## config.mk

```make
export PLATFORM = sky130hd
export DESIGN_NAME = mem_stage_ctrl
export DESIGN_NICKNAME = d
export VERILOG_FILES = /design/src/rtl/mem_stage_pkg.sv /design/src/rtl/mem_wait_timer.sv /design/src/rtl/mem_stage_ctrl.sv
export SDC_FILE = /design/constraint.sdc
export NUM_CORES = 1
export LEC_CHECK = 0
export CAP_MARGIN = 20
export CORE_ASPECT_RATIO = 1.2
export CORE_MARGIN = 2
export CORE_UTILIZATION = 46
export CTS_BUF_LIST = sky130_fd_sc_hd__clkbuf_2 sky130_fd_sc_hd__clkbuf_4 sky130_fd_sc_hd__clkbuf_8
export DETAILED_ROUTE_END_ITERATION = 10
export GPL_TIMING_DRIVEN = 1
export PLACE_DENSITY_LB_ADDON = 0.12
export SKIP_CTS_REPAIR_TIMING = 1
export SYNTH_ARGS = -nofsm -noshare
export SYNTH_HDL_FRONTEND = slang
export SYNTH_HIERARCHICAL = 1
export SYNTH_SLANG_ARGS = --single-unit
```

## constraint.sdc

```tcl
create_clock -name clk_i -period 3.6 [get_ports clk_i]
set_clock_uncertainty 0.05 [all_clocks]
set_input_delay 1.08 -clock clk_i [delete_from_list [all_inputs] [get_ports clk_i]]
set_output_delay 1.08 -clock clk_i [all_outputs]
set_load 0.005 [all_outputs]
```

## src/rtl/mem_stage_pkg.sv

```systemverilog
// Shared constants for the MEM-stage controller: op codes, FSM encoding, widths.
package mem_stage_pkg;

    localparam int unsigned XLEN  = 32;
    localparam int unsigned REG_W = 5;
    localparam int unsigned CNT_W = 8;

    localparam logic [2:0] OP_NOP = 3'd0;
    localparam logic [2:0] OP_ALU = 3'd1;
    localparam logic [2:0] OP_LW  = 3'd2;
    localparam logic [2:0] OP_SW  = 3'd3;

    localparam logic [0:0] IDLE = 1'b0;
    localparam logic [0:0] BUSY = 1'b1;

endpackage

```

## src/rtl/mem_wait_timer.sv

```systemverilog
// Wait counter for an outstanding memory access; flags the last allowed BUSY cycle.
module mem_wait_timer
    import mem_stage_pkg::*;
#(
    parameter int unsigned MAX_WAIT = 255
) (
    input  logic clk,
    input  logic rst,
    input  logic clr,
    input  logic en,
    output logic expired_c
);

    logic [CNT_W-1:0] count;

    // Counter clears (loads zero) on BUSY entry and advances on each un-acked BUSY cycle.
    always_ff @(posedge clk) begin
        if (rst) begin
            count <= '0;
        end else if (clr) begin
            count <= '0;
        end else if (en) begin
            count <= count + CNT_W'(1);
        end
    end

    // Count starts at 0 in the first BUSY cycle, so MAX_WAIT-1 marks the MAX_WAIT-th cycle.
    assign expired_c = (count == CNT_W'(MAX_WAIT - 1));

endmodule

```

## src/rtl/mem_stage_ctrl.sv

```systemverilog
// MEM-stage controller: ALU pass-through, LW/SW over a req/ack data-memory port.
module mem_stage_ctrl
    import mem_stage_pkg::*;
#(
    parameter int unsigned MAX_WAIT = 255
) (
    input  logic             clk_i,
    input  logic             rst_i,
    input  logic [XLEN-1:0]  alu_result_i,
    input  logic [XLEN-1:0]  rs2_data_i,
    input  logic [REG_W-1:0] rsd_i,
    input  logic [2:0]       Op_i,
    input  logic             valid_i,
    output logic             stall_o,
    output logic             mem_req_o,
    output logic             mem_we_o,
    output logic [XLEN-1:0]  mem_addr_o,
    output logic [XLEN-1:0]  mem_wdata_o,
    input  logic             mem_ack_i,
    input  logic [XLEN-1:0]  mem_rdata_i,
    output logic             wb_valid_o,
    output logic             wb_we_o,
    output logic [REG_W-1:0] wb_rd_o,
    output logic [XLEN-1:0]  wb_data_o,
    output logic             err_o
);

    logic [0:0]       state_q, state_d;
    logic             req_d, we_d, wbv_d, wbwe_d, err_d;
    logic [XLEN-1:0]  addr_d, wdata_d, wbdata_d;
    logic [REG_W-1:0] rd_q, rd_d, wbrd_d;
    logic             stall_c, timer_clr, timer_en, expired_c;

    mem_wait_timer #(.MAX_WAIT(MAX_WAIT)) u_timer (
        .clk       (clk_i),
        .rst       (rst_i),
        .clr       (timer_clr),
        .en        (timer_en),
        .expired_c (expired_c)
    );

    // State register and registered outputs; reset abandons any access in flight.
    always_ff @(posedge clk_i) begin
        if (rst_i) begin
            state_q     <= IDLE;
            mem_req_o   <= 1'b0;
            mem_we_o    <= 1'b0;
            mem_addr_o  <= '0;
            mem_wdata_o <= '0;
            rd_q        <= '0;
            wb_valid_o  <= 1'b0;
            wb_we_o     <= 1'b0;
            wb_rd_o     <= '0;
            wb_data_o   <= '0;
            err_o       <= 1'b0;
        end else begin
            state_q     <= state_d;
            mem_req_o   <= req_d;
            mem_we_o    <= we_d;
            mem_addr_o  <= addr_d;
            mem_wdata_o <= wdata_d;
            rd_q        <= rd_d;
            wb_valid_o  <= wbv_d;
            wb_we_o     <= wbwe_d;
            wb_rd_o     <= wbrd_d;
            wb_data_o   <= wbdata_d;
            err_o       <= err_d;
        end
    end

    // Next-state, next-output and stall decode.
    always_comb begin
        state_d   = state_q;
        req_d     = mem_req_o;
        we_d      = mem_we_o;
        addr_d    = mem_addr_o;
        wdata_d   = mem_wdata_o;
        rd_d      = rd_q;
        wbv_d     = 1'b0;
        wbwe_d    = wb_we_o;
        wbrd_d    = wb_rd_o;
        wbdata_d  = wb_data_o;
        err_d     = err_o;
        stall_c   = 1'b0;
        timer_clr = 1'b0;
        timer_en  = 1'b0;

        case (state_q)
            IDLE: begin
                if (valid_i) begin
                    case (Op_i)
                        OP_ALU: begin
                            wbv_d    = 1'b1;
                            wbrd_d   = rsd_i;
                            wbdata_d = alu_result_i;
                            wbwe_d   = (rsd_i != '0);
                        end
                        OP_LW, OP_SW: begin
                            if (alu_result_i[1:0] == 2'b00) begin
                                stall_c   = 1'b1;
                                req_d     = 1'b1;
                                we_d      = (Op_i == OP_SW);
                                addr_d    = alu_result_i;
                                wdata_d   = rs2_data_i;
                                rd_d      = rsd_i;
                                timer_clr = 1'b1;
                                state_d   = BUSY;
                            end else begin
                                err_d    = 1'b1;
                                wbv_d    = 1'b1;
                                wbwe_d   = 1'b0;
                                wbrd_d   = rsd_i;
                                wbdata_d = '0;
                            end
                        end
                        default: ;
                    endcase
                end
            end
            BUSY: begin
                if (mem_ack_i) begin
                    // Ack takes priority over a coincident timeout.
                    req_d   = 1'b0;
                    wbv_d   = 1'b1;
                    wbrd_d  = rd_q;
                    state_d = IDLE;
                    if (mem_we_o) begin
                        wbwe_d   = 1'b0;
                        wbdata_d = '0;
                    end else begin
                        wbwe_d   = (rd_q != '0);
                        wbdata_d = mem_rdata_i;
                    end
                end else if (expired_c) begin
                    req_d    = 1'b0;
                    err_d    = 1'b1;
                    wbv_d    = 1'b1;
                    wbwe_d   = 1'b0;
                    wbrd_d   = rd_q;
                    wbdata_d = '0;
                    state_d  = IDLE;
                end else begin
                    stall_c  = 1'b1;
                    timer_en = 1'b1;
                end
            end
            default: state_d = IDLE;
        endcase
    end

    // Stall is combinational; forced low while reset is held.
    assign stall_o = stall_c & ~rst_i;

endmodule

```

==> results of run 1 <==
cell type report:
| type | instances | area, sq um | area share [%] |
|---|---|---|---|
| clock buffers | 20 | 269 | 3.62 |
| clock inverters | 11 | 125 | 1.68 |
| inverters | 5 | 31.3 | 0.421 |
| multi-input cells | 380 | 2150 | 28.9 |
| flip-flops and latches | 120 | 2400 | 32.3 |
| well taps | 126 | 158 | 2.12 |
| repair buffers | 235 | 2300 | 30.9 |
registers in the layout (all words and copies together), names as in the netlist:
name,flops
mem_req_o,1
rd_q,5
wb_valid_o,1
err_o,1
state_q,1
mem_we_o,1
wb_we_o,1
mem_wdata_o,32
u_timer/count,8
wb_rd_o,5
mem_addr_o,32
wb_data_o,32
per-stage QoR:
stage                     total power, mW  setup TNS, ns  std cells  area (sq um)  worst slack [ns]
after floorplan                      1.57              0        550          4790             0.559
after global placement               1.81         -0.195        866          7040            -0.195
after detailed placement             1.82         -0.208        866          7040            -0.208
after CTS                            3.01         -0.232        897          7430            -0.232
after global routing                 3.10              0        897          7430             0.115
final                                2.98              0        897          7430             0.154
cell usage after synthesis, drive strengths merged, types with 3 or more instances:
master | instances | area [sq um]
a211oi | 33 | 398
a21oi | 112 | 561
a22oi | 37 | 278
buf | 20 | 124
clkbuf | 25 | 93.8
dfxtp | 120 | 2400
inv | 4 | 15.0
nand2 | 138 | 518
nand3 | 3 | 15.0
nand4 | 5 | 37.5
nor2 | 12 | 52.6
nor3b | 3 | 22.5
o21ai | 13 | 65.1
or3 | 4 | 25.0
xor2 | 3 | 26.3
tightest hold or removal path, stage by stage, from the launching register on:
cell and delay [ns]:
dfxtp_1 0.31, nand2_1 0.05, a21oi_1 0.05
logic make-up after synthesis:
logic type | share of synthesized area [%]
adders and majority gates | 0.523
DFF | 50.2
xor gates and xnor gates | 0.732
AOI/OAI and AO/OA | 28.0
and+or+nand+nor | 15.3
buffers and inverters | 5.20
final timing paths:
path / to / cells past startpoint / slack (ns)
setup reg to reg: wb_rd_o[4] / 9 / 1.16
setup / recovery: stall_o / 5 / 0.15
hold reg to reg: mem_wdata_o[11] / 2 / 0.40
hold / removal: mem_wdata_o[11] / 2 / 0.40
layout by cell type, fill, tap and decap left out, drive strengths merged, types with 3 or more instances in the layout:
cell,instances
clkdlybuf4s50,212
nand2,138
dfxtp,120
a21oi,112
a22oi,37
a211oi,33
buf,22
clkbuf,20
o21ai,13
nor2,12
clkinvlp,5
nand4,5
clkinv,5
or3,4
inv,4
nor3b,3
nand3,3
xor2,3
power groups by stage:
stage,Combinational [mW],Sequential [mW],Clock (mW)
after floorplan,0.150,1.42,0
after global placement,0.394,1.42,0
after detailed placement,0.400,1.42,0
after CTS,0.402,1.39,1.21
after global routing,0.429,1.40,1.27
final,0.401,1.39,1.19
layer usage:
metal / vias to the layer above / track usage, %
met2: 191 / 44.9
met3: 31 / 8.56
li1: 2351 / -
met1: 2277 / 27.0
met4: 0 / 12.5
met5: - / 0
==> flow_summary_export.csv, run 1 <==
group,metric,value,unit
detailed_routing,num_vias,4850,
power,vdd_drop_max,0.294,mV
floorplanning,dieHeight,116,um
power,clockPowerShare,40.0,%
timing,finalWorstPathRequiredPeriod,3.45,ns
detailed_routing,highest_layer,"met4",
detailed_routing,ant_nets,0,
timing,finalSetupViolCount,0,
detailed_routing,wl_met2,7590,um
timing,rsz0062_at_grt,"no",
synthesis,synth.cell_area,4790,sq um
timing,timing.slew.headroom,49.7,%
timing,holdWs,0.403,ns
place,gp_congestion,0.795,
synthesis,ys_dominant_reg_cell,"dfxtp_1",
worst_setup_path,path_buf_inv,2,
clocking,cts_root_buf,"clkbuf_8",
grt,grt_pass1_wl,22800,um
grt,grt_max_degree,71,
worst_setup_path,timing.rr.start,"u_timer/count[1]",
synthesis,synth-seq-cells,120,
final_layout,fin_util,73.9,%
power,pwr-share-seq,46.6,%
floorplanning,core_area,10100,sq um
grt,overflow,0,
floorplanning,io_pins,215,
worst_setup_path,startpoint_type,"primary input",
worst_setup_path,cp_max_fo,2,
place,io_buffers,214,
job,drv_cap,0,
worst_setup_path,path_cells,"clkdlybuf4s50_1 > nor2b_1 > nand4_1 > a21oi_1 > dlymetal6s2s_1",
power,p_int,2.26,mW
synthesis,seq_area_frac_synth,50.2,%
detailed_routing,drc_errors,0,
final_layout,antenna_cells,0,
clocking,cts_sinks,120,
worst_hold_path,holdCritStartpoint,"mem_wdata_o[11]",
clocking,insertion_delay,0.43,ns
worst_setup_path,cp-startpoint,"valid_i",
power,p_sw_share,24.3,%
floorplanning,rows,40,
floorplanning,start_util,47.6,%
clocking,cts_buffers,17,
power,p_comb_share,13.4,%
synthesis,postSynthAreaPerCell,8.70,sq um
synthesis,ys_types,35,
detailed_routing,wl,14500,um
detailed_routing,wire_per_inst,16.1,um
detailed_routing,dr_wl_met3,1130,um
power,switching_power,726,uW
floorplanning,fp.dieArea,11200,sq um
worst_setup_path,crit_path_end_kind,"output pin",
power,p_per_area,401,nW/um^2
final_layout,areaGrowthSynthToFinish,55.3,%
worst_setup_path,arrival,2.32,ns
clocking,htreeDepth,4,
floorplanning,die_x,97.1,um
worst_hold_path,hold_path_class,"reg -> reg",
grt,first_global_vias,4779,
worst_setup_path,setup.worst_path.class,"in -> out",
clocking,cts.path.max_buffers,2,
detailed_routing,first_pass_iters,4,
final_layout,drive_gt1_share,11.9,%
final_layout,fin_nets,869,
detailed_routing,drt_iter0_drc,216,
synthesis,synthesis.nets,660,
timing,hold_viol,0,
final_layout,num-fill-cells,807,
synthesis,synthArstFlopShare,0,%
detailed_routing,viasPerCell,5.41,
detailed_routing,met1Wirelength,5360,um
synthesis,syn-instance-count,550,
grt,grt_usage,25.2,%
timing,fmax,290,MHz
clocking,cts_tree,"done",
timing,worstMarginPinSlew,0.754,ns
timing,fin_crit_sh,95.7,%
synthesis,synth_edf_count,0,
outcome,status,"finished clean",
synthesis,synth_warnings,6,
timing,drv_slew,0,
place,dp_hpwl,10300,um
worst_setup_path,crit_path_max_incr_delay,0.48,ns
power,p_leak,2.56,nW
worst_setup_path,cp.required,2.47,ns
grt,antenna_found_initial,0,
worst_setup_path,cp_slowest_cell,"clkdlybuf4s50_1",
worst_setup_path,path_delay_family,"buffers and inverters",
clocking,clk_pin_slew,0.06,ns
No activity file was read; power rests on OpenSTA's default activity.
==> run 2: changes to the inputs <==
--- a/config.mk
+++ b/config.mk
@@ -6,7 +6,6 @@
 export NUM_CORES = 1
 export LEC_CHECK = 0
 export CAP_MARGIN = 20
-export CORE_ASPECT_RATIO = 1.2
 export CORE_MARGIN = 2
 export CORE_UTILIZATION = 46
 export CTS_BUF_LIST = sky130_fd_sc_hd__clkbuf_2 sky130_fd_sc_hd__clkbuf_4 sky130_fd_sc_hd__clkbuf_8
==> flow_summary_export.csv, run 2 (synthesis gave the netlist of run 1 again) <==
group,metric,value,unit
final_layout,antenna_cells,0,
worst_setup_path,path_cells,"clkdlybuf4s50_1 > nor2b_4 > nand4_1 > a21oi_1 > buf_4 > dlymetal6s2s_1",
timing,finalWorstPathRequiredPeriod,3.42,ns
floorplanning,io_pins,215,
worst_setup_path,setup.worst_path.class,"in -> out",
worst_setup_path,ff2ff_path_depth,11,
place,gp_congestion,0.782,
detailed_routing,first_pass_iters,5,
power,switching_power,744,uW
detailed_routing,met1Wirelength,5910,um
timing,timing.slew.headroom,49.7,%
detailed_routing,drc_errors,0,
timing,tns,0,ns
final_layout,final_common_cell,"clkdlybuf4s50_1",
place,io_buffers,214,
power,p_int,2.16,mW
worst_setup_path,crit_path_max_incr_delay,0.48,ns
clocking,insertion_delay,0.41,ns
timing,worstMarginPinSlew,0.755,ns
detailed_routing,highest_layer,"met4",
timing,hold_viol,0,
detailed_routing,num_vias,4801,
detailed_routing,wire_per_inst,15.9,um
power,p_leak,2.54,nW
power,p_per_area,390,nW/um^2
worst_setup_path,cp.required,2.47,ns
final_layout,num-fill-cells,811,
final_layout,top_regs,"mem_addr_o (32), mem_wdata_o (32), wb_data_o (32)",
final_layout,fin_area,7430,sq um
worst_setup_path,path_buf_inv,3,
floorplanning,rows,37,
floorplanning,die_x,106,um
power,vdd_drop_max,0.231,mV
worst_setup_path,startpoint_type,"primary input",
power,pwr-share-seq,47.9,%
power,clockPowerShare,38.2,%
worst_setup_path,cp_max_fo,2,
worst_setup_path,cp_slowest_cell,"clkdlybuf4s50_1",
power,p_sw_share,25.6,%
grt,first_global_vias,4826,
worst_setup_path,crit_path_end_kind,"output pin",
grt,overflow,0,
detailed_routing,viasPerCell,5.29,
detailed_routing,drt_iter0_drc,240,
clocking,cts.path.max_buffers,2,
timing,holdWs,0.405,ns
timing,finalSetupViolCount,0,
place,placed_area,7030,sq um
worst_setup_path,timing.rr.start,"u_timer/count[0]",
clocking,cts_root_buf,"clkbuf_8",
clocking,cts_sinks,120,
final_layout,fin_nets,868,
floorplanning,core_area,10200,sq um
grt,grt_max_degree,71,
job,drv_cap,0,
clocking,clk_pin_slew,0.07,ns
grt,antenna_found_initial,0,
outcome,status,"finished clean",
floorplanning,fp.dieArea,11200,sq um
worst_setup_path,arrival,2.29,ns
place,dp_hpwl,10100,um
worst_hold_path,hold_path_class,"reg -> reg",
timing,fmax,292,MHz
place,pre_cts_ws,-0.215,ns
detailed_routing,ant_nets,0,
worst_setup_path,cp_num_cells,6,
floorplanning,start_util,46.8,%
floorplanning,dieHeight,106,um
clocking,htreeDepth,4,
worst_setup_path,path_delay_family,"buffers and inverters",
grt,grt_pass1_wl,23200,um
final_layout,mostFrequentLayoutCells,"clkdlybuf4s50_1, nand2_1, dfxtp_1, a21oi_1, a22oi_1",
detailed_routing,dr_wl_met3,1070,um
final_layout,drive_gt1_share,12.2,%
worst_hold_path,whs_path_depth,2,
clocking,cts_tree,"done",
final_layout,areaGrowthSynthToFinish,55.3,%
timing,fin_crit_sh,95.1,%
power,p_comb_share,13.8,%
timing,rsz0062_at_grt,"no",
worst_setup_path,cp-startpoint,"valid_i",
grt,grt_usage,25.8,%
detailed_routing,wl,14400,um
worst_setup_path,r2r_end,"u_timer/count[6]",
detailed_routing,wl_met2,7160,um
clocking,cts_buffers,17,
worst_setup_path,crit_end,"stall_o",
timing,drv_slew,0,
worst_setup_path,worst-r2r-setup-slack,1.11,ns
timing,worst_slack,0.178,ns
[run 2: worst min path at each step]
stage / startpoint / endpoint / slack [ns]
global placement: err_o / err_o / 0.38
global route: mem_wdata_o[22] / mem_wdata_o[22] / 0.43
finish: mem_addr_o[15] / mem_addr_o[15] / 0.41
CTS: mem_wdata_o[4] / mem_wdata_o[4] / 0.41
floorplan: err_o / err_o / 0.39
detailed placement: err_o / err_o / 0.39
[run 2: layout make-up]
class                           count  area (sq um)  area share (%)
Clock buffer                       18           241            3.25
Timing Repair Buffer              234          2300            31.0
Sequential cell                   120          2400            32.3
Multi-Input combinational cell    380          2160            29.0
Inverter                            5          31.3           0.421
Clock inverter                     14           126            1.70
Tap cell                          136           170            2.29
[run 2: per-layer routing]
layer,global-route usage [%],vias up
met2,44.3,175
met4,8.93,0
met5,0,-
li1,-,2349
met3,7.85,20
met1,30.5,2257
[run 2: stage by stage]
step	cells	power, mW	utilization, %
floorplan	550	1.57	-
global placement	873	1.81	68.7
detailed placement	873	1.82	68.7
CTS	905	2.93	72.3
global route	907	3.03	72.7
finish	907	2.90	72.7
[run 2: power groups by stage]
| stage | combinational [mW] | clock (mW) | sequential (mW) |
|---|---|---|---|
| after floorplan | 0.150 | 0 | 1.42 |
| after global placement | 0.389 | 0 | 1.42 |
| after detailed placement | 0.398 | 0 | 1.42 |
| after CTS | 0.400 | 1.14 | 1.39 |
| after global routing | 0.434 | 1.20 | 1.40 |
| final | 0.402 | 1.11 | 1.39 |
[run 2: worst reg2reg max path: stages (launching register included)]
cell      delay [ns]
dfxtp_1         0.45
inv_1           0.08
ha_1            0.20
nand3_1         0.07
nor2_1          0.06
or3_1           0.33
buf_4           0.28
clkinv_8        0.12
buf_4           0.19
nand2_1         0.12
or3_1           0.32
a21oi_1         0.16
